`config.mk`:
```
export PLATFORM = sky130hd
export DESIGN_NAME = tlp_tx_arbiter
export DESIGN_NICKNAME = d
export VERILOG_FILES = /design/src/rtl/tlp_tx_arbiter.sv
export SDC_FILE = /design/constraint.sdc
export NUM_CORES = 1
export LEC_CHECK = 0
export CORE_AREA = 2 2 92 94
export CTS_BUF_LIST = sky130_fd_sc_hd__clkbuf_8
export DETAILED_ROUTE_END_ITERATION = 16
export DIE_AREA = 0 0 94 96
export PLACE_DENSITY = 0.7
export SYNTH_ARGS = -nofsm -noshare
export SYNTH_HDL_FRONTEND = slang
export SYNTH_SLANG_ARGS = --single-unit
```
`constraint.sdc`:
```
create_clock -name pcieClk_in -period 4 [get_ports pcieClk_in]
set_input_delay 1.2 -clock pcieClk_in [delete_from_list [all_inputs] [get_ports pcieClk_in]]
set_output_delay 1.2 -clock pcieClk_in [all_outputs]
set_load 0.005 [all_outputs]
```
`src/rtl/tlp_tx_arbiter.sv`:
```
// tlp_tx_arbiter: two-requester TLP arbiter feeding one FPGA->Host pipe.
// A packet, once its SOP beat is accepted, owns the pipe until its EOP beat
// is accepted, so beats of two packets never interleave. The IDLE-state
// selection is combinational, which lets an SOP beat pass through in the
// same cycle it is presented.
// Optional per-requester packet counters are compiled in by defining the
// macro TLP_TX_ARB_STATS_EN. Without it the count ports are tied to zero.
`timescale 1ns/1ps

module tlp_tx_arbiter #(
    parameter bit PRIO0 = 1'b0   // 1: requester 0 strict priority, 0: round-robin
) (
    input  logic        pcieClk_in,
    input  logic        reset_in,
    input  logic [63:0] req0Data_in,
    input  logic        req0SOP_in,
    input  logic        req0EOP_in,
    input  logic        req0Valid_in,
    output logic        req0Ready_out,
    input  logic [63:0] req1Data_in,
    input  logic        req1SOP_in,
    input  logic        req1EOP_in,
    input  logic        req1Valid_in,
    output logic        req1Ready_out,
    output logic [63:0] txData_out,
    output logic        txSOP_out,
    output logic        txEOP_out,
    output logic        txValid_out,
    input  logic        txReady_in,
    output logic [15:0] pktCount0_out,
    output logic [15:0] pktCount1_out,
    output logic        busy_out
);

    typedef enum logic [1:0] {
        ST_IDLE = 2'd0,
        ST_OWN0 = 2'd1,
        ST_OWN1 = 2'd2
    } state_t;

    state_t r_state;
    state_t w_next_state;
    logic   r_last_grant;       // requester granted most recently
    logic   w_next_last_grant;

    logic w_elig0;
    logic w_elig1;
    logic w_sel0;
    logic w_sel1;
    logic w_sel_valid;
    logic w_sel_eop;
    logic w_accept;
    logic w_accept_eop;

    // A requester may start a packet only with a valid SOP beat.
    assign w_elig0 = req0Valid_in & req0SOP_in;
    assign w_elig1 = req1Valid_in & req1SOP_in;

    // Choose which requester is connected to the pipe this cycle.
    // NOTE: every always_comb output gets a default first, so no path leaves it unassigned and no latch is inferred.
    always_comb begin
        w_sel0 = 1'b0;
        w_sel1 = 1'b0;
        // Selection is suppressed during reset so all outputs read zero at once.
        if (!reset_in) begin
            case (r_state)
                ST_OWN0: w_sel0 = 1'b1;
                ST_OWN1: w_sel1 = 1'b1;
                default: begin
                    if (w_elig0 && w_elig1) begin
                        // Tie: fixed priority, or alternate away from the last winner.
                        if (PRIO0 || r_last_grant) begin
                            w_sel0 = 1'b1;
                        end else begin
                            w_sel1 = 1'b1;
                        end
                    end else begin
                        w_sel0 = w_elig0;
                        w_sel1 = w_elig1;
                    end
                end
            endcase
        end
    end

    assign w_sel_valid  = (w_sel0 & req0Valid_in) | (w_sel1 & req1Valid_in);
    assign w_sel_eop    = (w_sel0 & req0EOP_in)   | (w_sel1 & req1EOP_in);
    assign w_accept     = w_sel_valid & txReady_in;
    assign w_accept_eop = w_accept & w_sel_eop;

    assign txValid_out   = w_sel_valid;
    assign txSOP_out     = (w_sel0 & req0SOP_in) | (w_sel1 & req1SOP_in);
    assign txEOP_out     = w_sel_eop;
    assign txData_out    = ({64{w_sel0}} & req0Data_in) | ({64{w_sel1}} & req1Data_in);
    assign req0Ready_out = txReady_in & w_sel0;
    assign req1Ready_out = txReady_in & w_sel1;
    assign busy_out      = !reset_in && (r_state != ST_IDLE);

    // Next ownership state and last-grant tracking.
    always_comb begin
        w_next_state      = r_state;
        w_next_last_grant = r_last_grant;
        case (r_state)
            ST_IDLE: begin
                if (w_accept) begin
                    w_next_last_grant = w_sel1;
                    // A single-beat packet leaves the pipe free for the next cycle.
                    if (!w_sel_eop) begin
                        w_next_state = w_sel1 ? ST_OWN1 : ST_OWN0;
                    end
                end
            end
            ST_OWN0, ST_OWN1: begin
                if (w_accept_eop) begin
                    w_next_state = ST_IDLE;
                end
            end
            default: w_next_state = ST_IDLE;
        endcase
    end

    // State register; reset abandons any packet in flight.
    // NOTE: sequential state uses non-blocking assignments so every register samples pre-edge values.
    always_ff @(posedge pcieClk_in) begin
        if (reset_in) begin
            r_state      <= ST_IDLE;
            r_last_grant <= 1'b1;   // requester 0 wins the first tie
        end else begin
            r_state      <= w_next_state;
            r_last_grant <= w_next_last_grant;
        end
    end

`ifdef TLP_TX_ARB_STATS_EN
    logic [15:0] r_pkt_count0;
    logic [15:0] r_pkt_count1;

    // Count completed packets per requester; counters wrap naturally.
    always_ff @(posedge pcieClk_in) begin
        if (reset_in) begin
            r_pkt_count0 <= 16'd0;
            r_pkt_count1 <= 16'd0;
        end else begin
            if (w_accept_eop && w_sel0) r_pkt_count0 <= r_pkt_count0 + 16'd1;
            if (w_accept_eop && w_sel1) r_pkt_count1 <= r_pkt_count1 + 16'd1;
        end
    end

    assign pktCount0_out = r_pkt_count0;
    assign pktCount1_out = r_pkt_count1;
`else
    assign pktCount0_out = 16'd0;
    assign pktCount1_out = 16'd0;
`endif

endmodule

```
* Word level (Yosys, flattened, before mapping)
Cells that the tools add are included.
** Storage, ports and cells
- Bits in registers :: 3
- Bits in latches :: 0
- Bits in writable memories :: 0
- Memory bits (read-only) :: 0
- Input bits :: 137
- Output and inout bits :: 102
- Logic and storage cells :: 46
- Memories kept :: 0
** Operators by class
- Add/subtract/negate cells :: 0
- Multipliers :: 0
- Div/mod/pow operators :: 0
- Order comparisons :: 0
- Eq/ne operators :: 5
- Shift-type cells :: 0
- Multiplexer cells :: 13
- Bitwise gates (word level) :: 18
- Reductions and logical operators :: 8
** Operators with widths (number)
- $and A64 B64 Y64 :: 2
- $or A64 B64 Y64 :: 1
- $and A1 B1 Y1 :: 12
- $mux W2 :: 4
- $mux W1 :: 6
- $ne A2 B2 Y1 const B :: 3
- $pmux W1 S2 :: 2
- $pmux W2 S2 :: 1
- $or A1 B1 Y1 :: 3
- $reduce_and A3 Y1 :: 1
- $eq A2 B1 Y1 const B :: 1
- $eq A2 B2 Y1 const B :: 1
- $logic_and A1 B1 Y1 :: 2
- $logic_not A2 Y1 :: 1
- $reduce_and A2 Y1 :: 1
- $reduce_bool A2 Y1 :: 1
- $reduce_or A2 Y1 :: 1
- $logic_not A1 Y1 :: 1

* Depth between registers and ports, before layout
- Word-level depth :: 11
- Mapped depth :: 9
- Gate-level depth less buffers :: 8

* Worst setup path after synthesis
Ideal clock, no wire load.
- Path kind :: input port to output port
- From :: input reset_in
- To :: output txData_out[34]
- Arrival :: 2.572 ns
- Required time :: 2.800 ns
- Slack :: 0.228 ns
- Stages :: 5
- Buffers on the path :: 3
- Cell sequence :: clkbuf_1 -> a2111oi_2 -> buf_2 -> buf_2 -> a22o_1
** On the way
- Word-level cells in the longest chain between the ends :: 3
- Elaborated cells between the ends (all ways) :: 5
- Classes of those cells :: mux (2); bitwise (3)
** RTL lines
- start, declared :: line 14 : input logic reset_in,
- $mux W1 :: line 65 : if (!reset_in) begin
- $and A64 B64 Y64 :: line 94 : assign txData_out = ({64{w_sel0}} & req0Data_in) | ({64{w_sel1}} & req1Data_in);
- $or A64 B64 Y64 * :: line 94
- end, declared :: line 25 : output logic [63:0] txData_out,
Every way passes the cells marked *; elsewhere a longest branch is shown, timed or not.

* Final worst setup path
- From :: input req0SOP_in
- To :: output txData_out[30]
** On the way
- Word-level cells in the longest chain between the ends :: 7
- Elaborated cells between the ends (all ways) :: 11
- Classes of those cells :: mux (6); bitwise (4); reduce/logical (1)
** RTL lines
- start, declared :: line 16 : input logic req0SOP_in,
- $and A1 B1 Y1 * :: line 56 : assign w_elig0 = req0Valid_in & req0SOP_in;
- $logic_and A1 B1 Y1 :: line 70 : if (w_elig0 && w_elig1) begin
- $mux W1 :: line 70
- $pmux W1 S2 :: line 66 : case (r_state)
- $mux W1 :: line 65
- $and A64 B64 Y64 :: line 94
- $or A64 B64 Y64 * :: line 94
Marked as above.

==> results.sh <==
export IMPL_status="completed"
export IMPL_slowest_delay_ps=300
export IMPL_die_h_microns=96
export IMPL_crit_path_start_kind="primary input"
export IMPL_cts_tree="built"
export IMPL_yosys_cell_types_count=26
export IMPL_ys_seq_area_frac=0.04883
export IMPL_vias_per_cell=4.371
export IMPL_wl_microns=7966
export IMPL_hold_viol=0
export IMPL_h_tree_depth=1
export IMPL_antenna_found_initial=0
export IMPL_critical_path_buf_inv_count=6
export IMPL_p_per_area_nw_per_um2=137.0
export IMPL_avgSynthCellArea_sq_um=7.884
export IMPL_nFillCells=814
export IMPL_dieArea_sq_um=9024
export IMPL_grt_pass1_wl_microns=10820
export IMPL_hold_path_class="flop to flop"
export IMPL_grt_start_max_net_pins=23
export IMPL_regArea_sq_um=60.06
export IMPL_vdd_ir_drop_max_uv=106.5
export IMPL_path_clk_slew_ps=30
export IMPL_finalSetupViolCount=0
export IMPL_skew_ps=0.9200
export IMPL_worst_path_dominant_cell_family="buffers and inverters"
export IMPL_drive_above_1_share=0.1546
export IMPL_grt_overflow_total=0
export IMPL_row_count=33
export IMPL_crit_arrival_ps=2750
export IMPL_period_needed_ps=3946
export IMPL_ys_ff_latch=3
export IMPL_hpwlAfterDp_microns=6351
export IMPL_grt_pass1_vias=2115
export IMPL_drv_slew=0
export IMPL_vias=2155
export IMPL_cpMaxStageDelayCell="a2111oi_4"
export IMPL_yosys_area_top_type="a22o_1"
export IMPL_antenna_cells=0
export IMPL_dr_pass1_iters=4
export IMPL_critPathMostFrequentCell="buf_4"
export IMPL_critical_path_class="primary input to primary output"
export IMPL_cts_root_buf="clkbuf_8"
export IMPL_max_cap_violations=0
export IMPL_core_area_sq_um=8051
export IMPL_drc=0
export IMPL_place_congestion=0.8065
export IMPL_start_util=0.1528
export IMPL_drt_initial_drc_count=26
export IMPL_cts_buffers=3
export IMPL_hold_worst_slack_ps=530.0
export IMPL_multi_input_area_sq_um=997.2
export IMPL_cp_end_kind="primary output"
export IMPL_grtUsageTotal=0.1546
export IMPL_io_buffers=206
export IMPL_timing_fmax_mhz=253.5
export IMPL_synth_area_leaders="a22o_1 47%, buf_4 20%, dfxtp_1 4.9%"
export IMPL_synth_cells=156
export IMPL_crit_chain="buf_2, and4b_1, a2111oi_4, buf_4, buf_12, buf_4, bufbuf_16, a22o_1, clkbuf_2"
export IMPL_cts_max_path_buffers=2
export IMPL_wl_per_cell_microns=16.16
export IMPL_timing_final_crit_share=0.9864
export IMPL_clk_latency_ps=220
export IMPL_ys_warnings_count=0
export IMPL_worst_path_max_fanout=6
export IMPL_synth_top_area_frac=0.4700
export IMPL_synth_area_sq_um=1230
export IMPL_syn_to_final_growth_pct=200.1
export IMPL_postRouteAntennaNets=0
export IMPL_setup_tns_ps=0
export IMPL_cts_sinks=3
export IMPL_required_ps=2800
export IMPL_die_x_microns=94
export IMPL_io_pins=239
export IMPL_leakagePower_uw=0.001788
export IMPL_fin_nets=529
## final timing paths
check | from | endpoint | slack (ps) | cells past startpoint
worst min register to register | r_state[0] | r_state[0] | 530 | 2
worst max register to register | r_state[0] | r_state[1] | 1240 | 14
worst max-delay path | req0SOP_in | txData_out[30] | 50 | 9
worst min-delay path | r_state[0] | r_state[0] | 530 | 2
## per-layer routing
layer / track usage / routed length (microns) / up-vias
met5: 0 / 0 / -
met4: 0.01087 / 44 / 0
met3: 0.04150 / 812 / 4
met2: 0.3232 / 4313 / 151
met1: 0.1575 / 2796 / 976
li1: - / - / 1024
## worst register-to-register path: cells and delay by family, from the launching register on
family,cells,cell delay (ps)
buffers and inverters,7,940
AOI/OAI and AO/OA,5,730
and+or+nand+nor,1,340
DFF,1,320
adders and majority gates,1,320
## area by class of cell
cell class | count | share of cell area
inverters | 5 | 0.005085
repair buffers | 245 | 0.6607
clock buffers | 3 | 0.01119
well taps | 105 | 0.03559
multi-input cells | 131 | 0.2702
clock inverters | 1 | 0.001017
flip-flops and latches | 3 | 0.01627
## Yosys cell counts
library cell / number
or3_1: 1
a22oi_1: 2
a32o_1: 1
nor4bb_1: 1
clkbuf_1: 8
a21oi_1: 5
a21o_1: 1
buf_4: 32
buf_2: 8
nor2_1: 1
or2_2: 1
ha_1: 3
nand3_1: 5
o31ai_1: 2
conb_1: 1
inv_1: 5
a2111oi_2: 1
a22o_1: 66
a221o_1: 1
nand4_1: 1
dfxtp_1: 3
and4b_1: 1
nor2b_1: 1
and2_1: 3
nand2_1: 1
a2111oi_4: 1
## logic make-up after synthesis
group	synth area share
AOI/OAI and AO/OA	0.5717
DFF	0.04883
adders and majority gates	0.03052
other	0.003049
buffers and inverters	0.2676
and+or+nand+nor	0.07834
## power breakdown
group          switching [uW]  internal (uW)
Clock                    20.8           65.4
Combinational             128            259
Sequential              0.814           31.1
Total                     150            356
## what timing repair did
item                                   in CTS  in global routing
pin swaps                                   4                  5
gates cloned                                4                  0
setup endpoints to repair                  69                  9
endpoints found under the hold margin       0                  0
resized for setup                         103                 33
hold buffers                                0                  0
setup buffers                               9                  9
## cell usage in the layout (no fill, tap or decap), types with 4 or more instances in the layout
master           Yosys  final
clkbuf_2             0      5
clkdlybuf4s50_1      0    132
buf_4               32     26
buf_2                8      4
dlygate4sd2_1        0     47
buf_12               0      8
nand3_1              5      5
clkdlybuf4s15_1      0     12
inv_1                5      6
a22o_1              66     65
conb_1               1     32
a21oi_1              5      4
## through the flow
step | total power, uW | cells | area, sq um | worst slack (ps) | util
after floorplan | 156.8 | 187 | 1346 | 228.5 | -
after global placement | 405.9 | 467 | 3407 | -587.3 | 0.4232
after detailed placement | 406.8 | 467 | 3407 | -609.6 | 0.4232
after CTS | 501.1 | 484 | 3627 | -127.6 | 0.4505
after global routing | 539.5 | 493 | 3691 | -3.742 | 0.4584
final | 505.8 | 493 | 3691 | 54.49 | 0.4584
## flip-flops by register name, summed over array words and instances, names as in the netlist
signal	count
r_state	2
r_last_grant	1
Note: power is estimated with default switching activity, not from simulation.
